### src/rtl/latency_credit_fifo_pkg.sv
// Shared types and constants for the latency-credit FIFO: state encoding,
// the pipe latency cap and the width of the credit/occupancy counters.
package latency_credit_fifo_pkg;

  localparam int MAX_PIPE_LATENCY = 100;

  typedef enum logic {
    ST_DRAIN = 1'b0,
    ST_RUN   = 1'b1
  } state_e;

  // Counters must hold the value DEPTH itself, hence the extra bit.
  function automatic int cnt_width(input int depth);
    return $clog2(depth) + 1;
  endfunction

endpackage

### src/rtl/latency_credit_fifo_fwft_ram_fifo.sv
// First-word-fall-through FIFO: DEPTH-1 entry memory plus one output register.
// An empty FIFO bypasses a push straight into the output register.
module fwft_ram_fifo
  import latency_credit_fifo_pkg::*;
#(
  parameter int WIDTH  = 32,
  parameter int DEPTH  = 16,
  localparam int CW    = cnt_width(DEPTH)
) (
  input  logic             clk,
  input  logic             rst_n,
  input  logic             push_i,
  input  logic [WIDTH-1:0] push_data_i,
  input  logic             pop_i,
  output logic [WIDTH-1:0] dout_o,
  output logic             dout_valid_o,
  output logic             full_o,
  output logic             empty_o
);

  localparam int MEM_DEPTH = DEPTH - 1;
  localparam int PTR_W     = (MEM_DEPTH > 1) ? $clog2(MEM_DEPTH) : 1;
  localparam logic [PTR_W-1:0] PTR_LAST = PTR_W'(MEM_DEPTH - 1);

  logic [WIDTH-1:0] mem_q [MEM_DEPTH];
  logic [PTR_W-1:0] wr_ptr_q, wr_ptr_d;
  logic [PTR_W-1:0] rd_ptr_q, rd_ptr_d;
  logic [CW-1:0]    count_q, count_d;
  logic [CW-1:0]    mem_cnt_q, mem_cnt_d;
  logic             out_valid_q, out_valid_d;
  logic [WIDTH-1:0] out_data_q, out_data_d;
  logic             pop_fire, push_ok, out_free, mem_wr;

  function automatic logic [PTR_W-1:0] next_ptr(input logic [PTR_W-1:0] p);
    return (p == PTR_LAST) ? '0 : p + PTR_W'(1);
  endfunction

  assign full_o       = (count_q == CW'(DEPTH));
  assign empty_o      = !out_valid_q;
  assign dout_o       = out_data_q;
  assign dout_valid_o = out_valid_q;

  always_comb begin
    pop_fire    = pop_i && out_valid_q;
    // A full FIFO still accepts a push when a pop frees a slot on the same edge.
    push_ok     = push_i && (!full_o || pop_fire);
    out_free    = !out_valid_q || pop_fire;
    out_valid_d = out_valid_q;
    out_data_d  = out_data_q;
    rd_ptr_d    = rd_ptr_q;
    wr_ptr_d    = wr_ptr_q;
    mem_cnt_d   = mem_cnt_q;
    mem_wr      = 1'b0;
    if (out_free) begin
      if (mem_cnt_q != '0) begin
        out_valid_d = 1'b1;
        out_data_d  = mem_q[rd_ptr_q];
        rd_ptr_d    = next_ptr(rd_ptr_q);
        mem_cnt_d   = mem_cnt_d - CW'(1);
      end else if (push_ok) begin
        out_valid_d = 1'b1;
        out_data_d  = push_data_i;
      end else begin
        out_valid_d = 1'b0;
      end
    end
    if (push_ok && !(out_free && (mem_cnt_q == '0))) begin
      mem_wr    = 1'b1;
      wr_ptr_d  = next_ptr(wr_ptr_q);
      mem_cnt_d = mem_cnt_d + CW'(1);
    end
    count_d = count_q + CW'(push_ok) - CW'(pop_fire);
  end

  always_ff @(posedge clk) begin
    if (mem_wr) begin
      mem_q[wr_ptr_q] <= push_data_i;
    end
  end

  always_ff @(posedge clk) begin
    if (!rst_n) begin
      wr_ptr_q    <= '0;
      rd_ptr_q    <= '0;
      count_q     <= '0;
      mem_cnt_q   <= '0;
      out_valid_q <= 1'b0;
      out_data_q  <= '0;
    end else begin
      wr_ptr_q    <= wr_ptr_d;
      rd_ptr_q    <= rd_ptr_d;
      count_q     <= count_d;
      mem_cnt_q   <= mem_cnt_d;
      out_valid_q <= out_valid_d;
      out_data_q  <= out_data_d;
    end
  end

endmodule

### src/rtl/latency_credit_fifo.sv
// Credit-issuing consumer behind a non-stallable fixed-latency pipe: grants one
// credit per free slot, drains stale pipe contents after reset, buffers in a FWFT FIFO.
module latency_credit_fifo
  import latency_credit_fifo_pkg::*;
#(
  parameter int  WIDTH        = 32,
  parameter int  PIPE_LATENCY = 8,
  parameter int  DEPTH        = 16,
  localparam int CW           = cnt_width(DEPTH)
) (
  input  logic             clk,
  input  logic             rst_n,
  input  logic             issueValid,
  output logic             issueReady,
  input  logic             pipeValid,
  input  logic [WIDTH-1:0] pipeData,
  output logic [WIDTH-1:0] dout,
  output logic             doutValid,
  input  logic             doutReady,
  output logic             overflowErr,
  output logic [CW-1:0]    creditCount
);

  localparam int LAT_W = $clog2(MAX_PIPE_LATENCY + 1);

  // Handshakes: issue fires on issueValid&&issueReady, pop on doutValid&&doutReady;
  // pipeValid cannot be stalled, so it is taken (or dropped) on every edge in RUN.
  state_e          state_q;
  logic [LAT_W-1:0] drain_q;
  logic [CW-1:0]    credits_q;
  logic             overflow_q;
  logic             issue_fire, pop_fire, push, fifo_full, fifo_empty;

  assign issueReady  = (state_q == ST_RUN) && (credits_q != '0);
  assign creditCount = credits_q;
  assign overflowErr = overflow_q;
  assign issue_fire  = issueValid && issueReady;
  assign pop_fire    = doutReady && !fifo_empty;
  assign push        = pipeValid && (state_q == ST_RUN);

  always_ff @(posedge clk) begin
    if (!rst_n) begin
      state_q    <= ST_DRAIN;
      drain_q    <= LAT_W'(PIPE_LATENCY);
      credits_q  <= CW'(DEPTH);
      overflow_q <= 1'b0;
    end else begin
      unique case (state_q)
        // The external pipe is not reset; wait out anything still inside it.
        ST_DRAIN: begin
          if (drain_q <= LAT_W'(1)) begin
            state_q <= ST_RUN;
          end else begin
            drain_q <= drain_q - LAT_W'(1);
          end
        end
        ST_RUN: begin
          credits_q <= credits_q - CW'(issue_fire) + CW'(pop_fire);
          if (push && fifo_full && !pop_fire) begin
            overflow_q <= 1'b1;
          end
        end
        default: state_q <= ST_DRAIN;
      endcase
    end
  end

  fwft_ram_fifo #(
    .WIDTH (WIDTH),
    .DEPTH (DEPTH)
  ) u_fifo (
    .clk          (clk),
    .rst_n        (rst_n),
    .push_i       (push),
    .push_data_i  (pipeData),
    .pop_i        (doutReady),
    .dout_o       (dout),
    .dout_valid_o (doutValid),
    .full_o       (fifo_full),
    .empty_o      (fifo_empty)
  );

endmodule

### config.mk
export PLATFORM = sky130hd
export DESIGN_NAME = latency_credit_fifo
export DESIGN_NICKNAME = d
export VERILOG_FILES = /design/src/rtl/latency_credit_fifo_pkg.sv /design/src/rtl/latency_credit_fifo_fwft_ram_fifo.sv /design/src/rtl/latency_credit_fifo.sv
export SDC_FILE = /design/constraint.sdc
export NUM_CORES = 1
export LEC_CHECK = 0
export CORE_ASPECT_RATIO = 1.2
export CORE_UTILIZATION = 55
export CTS_BUF_LIST = sky130_fd_sc_hd__clkbuf_2 sky130_fd_sc_hd__clkbuf_4 sky130_fd_sc_hd__clkbuf_8
export DETAILED_ROUTE_END_ITERATION = 8
export GPL_TIMING_DRIVEN = 0
export PLACE_DENSITY_LB_ADDON = 0.08
export SYNTH_ARGS = -nofsm -noshare
export SYNTH_HDL_FRONTEND = slang
export SYNTH_SLANG_ARGS = --single-unit
### constraint.sdc
create_clock -name clk -period 6.1 [get_ports clk]
set_clock_uncertainty 0.2 [all_clocks]
set_input_delay 1.83 -clock clk [delete_from_list [all_inputs] [get_ports clk]]
set_output_delay 1.83 -clock clk [all_outputs]
set_load 0.005 [all_outputs]
* Yosys cells after proc, flatten, opt, wreduce, memory -nomap -nowiden
Memories as Yosys holds them, arrays and structs flattened. A register that Yosys moved wholly into a read port is not among the register bits.
Index checks and enable logic that the tools add are counted.
** Storage, ports and cells
- Register bits :: 65
- Memory bits (writable) :: 480
- Bits of input ports :: 37
- Output and inout port bits :: 40
- Memories kept :: 1
** Operators by class
- $add $sub $neg :: 9
- Order comparisons :: 1
- Equal/unequal tests :: 3
- Muxes and demuxes :: 16
- Bitwise logic cells :: 2
- Reductions and logical operators :: 23
** Memories
- u_fifo.mem_q :: words 15, bits a word 32, read ports 1, clocked after memory_dff 1, wr ports 1, line latency_credit_fifo_fwft_ram_fifo.sv:25 : logic [WIDTH-1:0] mem_q [MEM_DEPTH];
** Operators by type and width (number)
- $mux 32 :: 2
- $mux 4 :: 4
- $mux 5 :: 3
- $add 5x1->5 :: 2
- $reduce_bool 5->1 :: 2
- $sub 5x1->5 :: 2
- $logic_and 1x1->1 :: 9
- $add 4x1->4 const B :: 2
- $eq 4x4->1 const B :: 2
- $reduce_and 2->1 :: 4
- $le 7x1->1 const B :: 1
- $mux 1 :: 7
- $sub 7x1->7 const B :: 1
- $add 5x1->5 const B :: 1
- $eq 5x5->1 const B :: 1
- $logic_not 5->1 :: 1
- $sub 5x1->5 const B :: 1
- $logic_not 1->1 :: 4
- $logic_or 1x1->1 :: 2
- $not 1->1 :: 2
- $reduce_bool 2->1 :: 1

* Logic depth before layout (Yosys ltp)
Gate-level depths: netlist of the first run.
- Word-level depth :: 8
- Depth in mapped cells :: 14
- Mapped depth without buffers :: 14

* Modules after synthesis
A second synthesis of the first run with hierarchy kept.
** Unflattened totals
- Cells, all modules :: 1349
- Area total of the unflattened synthesis :: 21968.6 um2
** Modules (own cells, without submodules)
- fwft_ram_fifo :: times used 1, cells an instance 1249, area an instance 21075.2 um2, seq. area each 15514.9 um2
- latency_credit_fifo :: times used 1, cells an instance 100, area an instance 893.4 um2, seq. area each 280.3 um2

* Worst setup path before layout of the first run
OpenSTA, ideal clock, no wires.
- Path kind :: input to register
- Start :: input doutReady
- End :: memory u_fifo.mem_q[1][0], enable pin
- Setup time :: 0.461 ns
- Arrival time :: 5.043 ns
- Data required time :: 5.439 ns
- Path slack :: 0.396 ns
- Stages :: 6
- Path buffers :: 2
- Cells stage by stage :: nand2b_1 -> buf_2 -> a221oi_1 -> buf_2 -> nand3b_1 -> nor3_1
** On the way
- Word-level cells in the longest chain between the ends :: 8
- Elaborated cells between the ends (all ways) :: 10
- Classes of those cells :: mux (3); reduce/logical (7)
** Ends and longest elaborated chain
- start: declaration :: line latency_credit_fifo.sv:19 : input logic doutReady,
- $logic_and 1x1->1 * :: line latency_credit_fifo_fwft_ram_fifo.sv:44 : pop_fire = pop_i && out_valid_q;
- $logic_or 1x1->1 :: line latency_credit_fifo_fwft_ram_fifo.sv:47 : out_free = !out_valid_q || pop_fire;
- $logic_and 1x1->1 :: line latency_credit_fifo_fwft_ram_fifo.sv:67 : if (push_ok && !(out_free && (mem_cnt_q == '0))) begin
- $logic_not 1->1 :: line latency_credit_fifo_fwft_ram_fifo.sv:67
- $logic_and 1x1->1 * :: line latency_credit_fifo_fwft_ram_fifo.sv:67
- $mux 1 * :: line latency_credit_fifo_fwft_ram_fifo.sv:67
- $mux 1 * :: line latency_credit_fifo_fwft_ram_fifo.sv:76 : if (mem_wr) begin
- $mux 1 (implied by the code) * :: line latency_credit_fifo_fwft_ram_fifo.sv:77 : mem_q[wr_ptr_q] <= push_data_i;
- end: declaration :: line latency_credit_fifo_fwft_ram_fifo.sv:25
Every way passes the cells marked *; elsewhere a longest branch is shown, timed or not.

* Worst setup path in the final report of the first run
- Start :: input doutReady
- End :: memory u_fifo.mem_q[3][19], enable pin
Same word-level chain as after synthesis.

==> results of run 1 <==
-- worst min path at each step --
stage                                        start                              to  slack, ns  cells after the start
detailed placement        overflowErr$_SDFFE_PN0P_        overflowErr$_SDFFE_PN0P_       0.26                      2
finish              u_fifo.dout_o[24]$_SDFFE_PN0P_  u_fifo.dout_o[24]$_SDFFE_PN0P_       0.27                      2
CTS                       overflowErr$_SDFFE_PN0P_        overflowErr$_SDFFE_PN0P_       0.27                      2
global placement          overflowErr$_SDFFE_PN0P_        overflowErr$_SDFFE_PN0P_       0.25                      2
floorplan                 overflowErr$_SDFFE_PN0P_        overflowErr$_SDFFE_PN0P_       0.24                      2
global route              overflowErr$_SDFFE_PN0P_        overflowErr$_SDFFE_PN0P_       0.29                      2
-- power by group --
part	internal, W	total [W]	switching [W]
Sequential	0.00424	0.00437	0.000125
Clock	0.00165	0.00304	0.00139
Combinational	0.000993	0.00220	0.00120
-- synthesized netlist by cell type, drive strengths merged, types with 9 or more instances --
| cell | instances |
|---|---|
| a21oi | 53 |
| a22o | 21 |
| a41oi | 10 |
| and2 | 9 |
| buf | 38 |
| clkbuf | 31 |
| dfxtp | 69 |
| edfxtp | 480 |
| ha | 16 |
| inv | 24 |
| mux2 | 17 |
| mux2i | 75 |
| mux4 | 86 |
| nand2 | 76 |
| nor2 | 45 |
| nor3 | 14 |
| nor4 | 10 |
| o211ai | 12 |
| o21ai | 60 |
| o221ai | 14 |
| xnor2 | 12 |
-- state kept, by name (all words and copies together), names as in the netlist, named ones only --
signal / count
u_fifo.dout_o: 32
creditCount: 5
u_fifo.rd_ptr_q: 4
overflowErr: 1
drain_q: 7
u_fifo.wr_ptr_q: 4
u_fifo.mem_q: 480
u_fifo.dout_valid_o: 1
u_fifo.mem_cnt_q: 5
state_q: 1
u_fifo.count_q: 5
-- cells by family after synthesis --
logic type	Yosys count
and+or+nand+nor	192
muxes	178
DFF	549
adders and majority gates	18
AOI/OAI and AO/OA	205
xor gates and xnor gates	14
buffers and inverters	94
-- through the flow --
| step | util | worst slack, ns | TNS (ns) | std cells | cell area [um2] |
|---|---|---|---|---|---|
| finish | 0.653 | 1.36 | 0 | 2030 | 25400 |
| global route | 0.653 | 1.22 | 0 | 2030 | 25400 |
| CTS | 0.653 | 1.35 | 0 | 2029 | 25400 |
| detailed placement | 0.609 | 0.687 | 0 | 1876 | 23700 |
| global placement | 0.596 | -3.17 | -721.79 | 1851 | 23200 |
| floorplan | - | 0.396 | 0 | 1250 | 21700 |
-- layout make-up --
class                           instances  area [um2]
Sequential cell                       549       15800
Fill cell                            2775       13500
Multi-Input combinational cell        607        5600
Clock buffer                          129        1580
Timing Repair Buffer                  100        1160
Tap cell                              526         658
Buffer                                 69         352
Clock inverter                         24         116
Inverter                               25        93.8
Antenna cell                            1        2.50
-- layer usage --
metal / vias up / share of wire / track usage
li1: 5375 / - / -
met1: 6259 / 0.42 / 0.362
met2: 478 / 0.49 / 0.430
met3: 74 / 0.065 / 0.0445
met4: 0 / 0.021 / 0.0956
met5: - / 0 / 0
-- cell usage in the layout (no fill, tap or decap), drive strengths merged, types with 12 or more instances in the layout --
| cell type | instances |
|---|---|
| mux2 | 17 |
| mux4 | 86 |
| clkdlybuf4s50 | 75 |
| nand2 | 76 |
| ha | 16 |
| edfxtp | 480 |
| o211ai | 12 |
| mux2i | 75 |
| o221ai | 14 |
| a22o | 21 |
| inv | 25 |
| a21oi | 53 |
| buf | 63 |
| nor2 | 45 |
| clkinv | 23 |
| nor3 | 14 |
| clkbuf | 160 |
| dfxtp | 69 |
| o21ai | 60 |
| xnor2 | 12 |
-- worst register-to-register path, delay by kind of cell (launching register included) --
| kind | cells | cell delay (ns) |
|---|---|---|
| buffers and inverters | 3 | 0.48 |
| AOI/OAI and AO/OA | 2 | 0.43 |
| adders and majority gates | 1 | 0.19 |
| and+or+nand+nor | 3 | 1.63 |
| DFF | 1 | 0.34 |
==> results.sh, run 1 <==
export IMPL_dp_hpwl_um=32800
export IMPL_totalWireLength_um=51100
export IMPL_synth_xor_area_share=0.00598
export IMPL_synth_mux_area_frac=0.132
export IMPL_synth_top_family_by_area="multiplexers"
export IMPL_relSlewSlack=0.279
export IMPL_timing_hold_ws_ns=0.274
export IMPL_slew_viol_final=0
export IMPL_ys_top_cells_by_area="edfxtp_1 (66%), mux4_2 (8.9%), dfxtp_1 (6.4%), mux2i_1 (3.5%), o21ai_0 (1.3%)"
export IMPL_crit_path_top_delay_cell="nor3_2"
export IMPL_post_cts_buffers=0
export IMPL_fp_dieW_um=184
export IMPL_numCtsBuffers=84
export IMPL_crit_fanout=10
export IMPL_cap_violations=0
export IMPL_synth_largest_area_cell="edfxtp_1"
export IMPL_hold_viol=0
export IMPL_path_cells="clkdlybuf4s50_1, nand2b_1, buf_2, a221oi_1, buf_2, nand3_1, nor3_2, buf_6, buf_6"
export IMPL_insertion_delay_ns=0.65
export IMPL_grt_first_pass_wirelength_um=76200
export IMPL_reg2reg_slack_ns=2.52
export IMPL_powerDensity_nw_per_um2=379
export IMPL_syn_nets=1305
export IMPL_path_buf_inv=5
export IMPL_startpoint="doutReady"
export IMPL_path_delay_family="buffers and inverters"
export IMPL_p_leak_nw=8.06
export IMPL_ff2ff_path_depth=9
export IMPL_clk_path_buf_depth=3
export IMPL_final_min_clock_period_ns=4.74
export IMPL_cts_hold_fix_buffers=0
export IMPL_cp_data_required_time_ns=6.24
export IMPL_pin_count=77
export IMPL_clk_pin_slew_worst_paths_ns=0.06
export IMPL_ys_types=65
export IMPL_gp_congestion=0.808
export IMPL_dieArea_um2=40300
export IMPL_finalPower_w=0.00961
export IMPL_ir_drop_uv=238
export IMPL_worst_setup_path_end_kind="register"
export IMPL_syn_cell_area_um2=21700
export IMPL_cp_depth=9
export IMPL_cts_tree="done"
export IMPL_worstSetupPathType="in -> reg"
export IMPL_final_layout_size_suffix_gt1_frac=0.222
export IMPL_finalSetupViolations=0
export IMPL_worst_r2r_startpoint="u_fifo.count_q[2]$_SDFF_PN0_"
export IMPL_synth_simple_area_share=0.0425
export IMPL_h_tree_depth=3
export IMPL_rows=79
export IMPL_clockRootBuffer="clkbuf_8"
export IMPL_hold_class="reg -> reg"
export IMPL_fin_crit_sh=0.777
export IMPL_avgViaCountPerCell=6.00
export IMPL_startpoint_type="input pin"
export IMPL_max_stage_delay_ns=0.76
export IMPL_cts_sinks=549
export IMPL_drc_errors=0
export IMPL_worstPathArrival_ns=4.88
export IMPL_synthFlopType="edfxtp_1"
export IMPL_tightest_slew_ns=1.08
export IMPL_synth_top_area_share=0.663
export IMPL_syn_inst=1250
export IMPL_initial_utilization=0.560
export IMPL_synth_async_reset_ratio=0
export IMPL_drt_iter0_drc=1107
export IMPL_clock_fmax_mhz=211
export IMPL_grt_max_degree=22
export IMPL_grt_pass1_vias=12476
export IMPL_antenna_found_initial=1
export IMPL_die_h_um=220
export IMPL_core_um2=38800
export IMPL_final_antenna_net_count=0
export IMPL_wl_per_cell_um=25.2
export IMPL_ctsResizeCount=0
export IMPL_grt_usage=0.264
export IMPL_via_count=12186
export IMPL_rr_endpoint="u_fifo.mem_q[0][19]$_DFFE_PP_"
export IMPL_synth_seq_area_share=0.726
export IMPL_syn2layout_area_growth_pct=16.6
export IMPL_syn_avg_cell_area_um2=17.4
export IMPL_grt_ovfl_total=0
export IMPL_synth_fa_ha_area_frac=0.0110
export IMPL_synth_compound_area_frac=0.0611
export IMPL_cp_endpoint="u_fifo.mem_q[3][19]$_DFFE_PP_"
export IMPL_yosys_warnings=0
export IMPL_dr_pass1_iters=5
export IMPL_portBuffers=75
export IMPL_synth_edf_count=480
export IMPL_rsz0062_at_grt="false"
export IMPL_synth_seq_cells=549
export IMPL_status="complete, no violations"
export IMPL_nets=1491
Note: power is estimated with default switching activity, not from simulation.
==> inputs of run 2 (changes only) <==
==> constraint.sdc (replaced) <==
create_clock -name clk -period 4.4 [get_ports clk]
set_clock_uncertainty 0.2 [all_clocks]
set_input_delay 1.32 -clock clk [delete_from_list [all_inputs] [get_ports clk]]
set_output_delay 1.32 -clock clk [all_outputs]
set_load 0.005 [all_outputs]
==> run 2 against run 1 <==
First-iteration DRC count decreased by 12%; largest cell class unchanged; core utilization grew 0.26 points; critical path type unchanged; critical path depth down 1; highest routed layer unchanged; wire length rose by 0.53%; sequential power rose by 38%; combinational power grew 40%; sequential cell count did not move; setup slack got worse by 1.1 ns; clock power is 42% higher.
==> results.sh, run 2 (synthesized netlist as in run 1, its figures left out) <==
export IMPL_status="complete, no violations"
export IMPL_tightest_slew_ns=0.963
export IMPL_final_layout_size_suffix_gt1_frac=0.217
export IMPL_syn2layout_area_growth_pct=17.1
export IMPL_via_count=12111
export IMPL_rr_endpoint="u_fifo.mem_q[1][9]$_DFFE_PP_"
export IMPL_largest_reg_flops=480
export IMPL_finalSetupViolations=0
export IMPL_clk_path_buf_depth=3
export IMPL_cts_sinks=549
export IMPL_final_cell_mix="edfxtp_1 (480), clkbuf_8 (92), mux4_2 (86)"
export IMPL_p_leak_nw=8.03
export IMPL_crit_path_top_delay_cell="nor3_4"
export IMPL_dr_pass1_iters=5
export IMPL_timing_hold_ws_ns=0.255
export IMPL_grt_max_degree=22
export IMPL_worst_r2r_startpoint="u_fifo.mem_cnt_q[0]$_SDFF_PN0_"
export IMPL_slew_viol_final=0
export IMPL_core_um2=38800
export IMPL_die_h_um=220
export IMPL_grt_pass1_vias=12537
export IMPL_hold_class="reg -> reg"
export IMPL_fin_cells=2026
export IMPL_path_cells="clkdlybuf4s50_1, nand2b_1, buf_2, a221oi_1, buf_2, nand3b_1, nor3_4, buf_16"
export IMPL_cp_endpoint="u_fifo.mem_q[1][9]$_DFFE_PP_"
export IMPL_nets=1487
export IMPL_worstSetupPathType="in -> reg"
export IMPL_ctsResizeCount=0
export IMPL_cts_hold_fix_buffers=0
export IMPL_cts_tree="done"
export IMPL_avgViaCountPerCell=5.98
export IMPL_fin_area_um2=25500
export IMPL_placed_cells=1870
export IMPL_ir_drop_uv=312
export IMPL_path_delay_family="simple AND/OR/NAND/NOR gates"
export IMPL_grt_ovfl_total=0
export IMPL_powerDensity_nw_per_um2=528
export IMPL_num_antenna_cells=0
export IMPL_largest_register="u_fifo.mem_q"
export IMPL_numCtsBuffers=86
export IMPL_cp_depth=8
export IMPL_clockRootBuffer="clkbuf_8"
export IMPL_dp_worst_setup_slack_ns=-0.336
export IMPL_drt_iter0_drc=977
export IMPL_path_buf_inv=4
export IMPL_antenna_found_initial=0
export IMPL_rsz0062_at_grt="false"
export IMPL_clk_pin_slew_worst_paths_ns=0.06
export IMPL_initial_utilization=0.560
export IMPL_crit_fanout=13
export IMPL_cap_violations=0
export IMPL_drc_errors=0
export IMPL_post_cts_buffers=0
export IMPL_grt_first_pass_wirelength_um=76300
export IMPL_hold_viol=0
export IMPL_final_antenna_net_count=0
export IMPL_rows=79
export IMPL_dp_hpwl_um=32600
export IMPL_clock_fmax_mhz=244
export IMPL_cpMostUsedCell="buf_2"
export IMPL_totalWireLength_um=51400
export IMPL_ff2ff_path_depth=8
export IMPL_fin_crit_sh=0.933
export IMPL_h_tree_depth=3
export IMPL_insertion_delay_ns=0.65
export IMPL_wl_per_cell_um=25.4
export IMPL_holdPathStages=2
export IMPL_setup_ws_ns=0.294
export IMPL_grt_usage=0.265
export IMPL_relSlewSlack=0.356
export IMPL_startpoint="doutReady"
export IMPL_gp_congestion=0.796
export IMPL_startpoint_type="input pin"
export IMPL_max_stage_delay_ns=0.81
export IMPL_final_min_clock_period_ns=4.11
export IMPL_portBuffers=75
export IMPL_final_common_cell="edfxtp_1"
export IMPL_placed_area_um2=23700
export IMPL_cp_data_required_time_ns=4.53
export IMPL_pin_count=77
export IMPL_tns_ns=0
export IMPL_reg2reg_slack_ns=0.93
export IMPL_worstPathArrival_ns=4.23
export IMPL_dieArea_um2=40300
export IMPL_worst_setup_path_end_kind="register"
export IMPL_fp_dieW_um=184
## run 2: layout make-up
cell class	instances	area, um2
Sequential cell	549	15800
Fill cell	2728	13400
Multi-Input combinational cell	607	5630
Clock buffer	130	1550
Timing Repair Buffer	94	1200
Tap cell	526	658
Buffer	69	352
Clock inverter	26	178
Inverter	25	93.8
## run 2: through the flow
stage	power, W	util
floorplan	0.00813	-
global placement	0.00915	0.596
detailed placement	0.00923	0.611
CTS	0.0135	0.655
global route	0.0140	0.655
finish	0.0134	0.655
## run 2: worst min path at each step
stage,from,endpoint,slack [ns]
2_1_floorplan,overflowErr$_SDFFE_PN0P_,overflowErr$_SDFFE_PN0P_,0.24
3_3_place_gp,overflowErr$_SDFFE_PN0P_,overflowErr$_SDFFE_PN0P_,0.25
3_5_place_dp,overflowErr$_SDFFE_PN0P_,overflowErr$_SDFFE_PN0P_,0.24
4_1_cts,overflowErr$_SDFFE_PN0P_,overflowErr$_SDFFE_PN0P_,0.25
5_1_grt,u_fifo.dout_o[24]$_SDFFE_PN0P_,u_fifo.dout_o[24]$_SDFFE_PN0P_,0.30
6_report,overflowErr$_SDFFE_PN0P_,overflowErr$_SDFFE_PN0P_,0.25
## run 2: tightest hold or removal path, stage by stage, from the launching register on
cell	delay [ns]
dfxtp_1	0.30
inv_1	0.05
a21oi_1	0.05
## run 2: metal layers
metal / vias up / global-route usage / share of wire
li1: 5358 / - / -
met1: 6163 / 0.354 / 0.42
met2: 472 / 0.423 / 0.48
met3: 118 / 0.0540 / 0.070
met4: 0 / 0.118 / 0.034
met5: - / 0 / 0
## run 2: power breakdown
| group | internal, W | switching, W | total [W] | leakage [nW] |
|---|---|---|---|---|
| logic | 0.00138 | 0.00169 | 0.00307 | 2.24 |
| registers | 0.00588 | 0.000170 | 0.00605 | 4.88 |
| clock network | 0.00237 | 0.00194 | 0.00431 | 0.914 |
==> inputs of run 3 (changes only) <==
==> constraint.sdc (replaced) <==
create_clock -name clk -period 4.92 [get_ports clk]
set_clock_uncertainty 0.2 [all_clocks]
set_input_delay 1.476 -clock clk [delete_from_list [all_inputs] [get_ports clk]]
set_output_delay 1.476 -clock clk [all_outputs]
set_load 0.005 [all_outputs]
==> results of run 3 <==
The final DEF is identical to that of run 2. Status: complete, no violations.
Among the figures that moved: setup slack after placement -0.336 ns -> 0.0282 ns; setup slack after layout 0.294 ns -> 0.658 ns; register-to-register setup slack 0.93 ns -> 1.45 ns; total power 0.0134 W -> 0.0120 W; worst IR drop on VDD 312 uV -> 279 uV
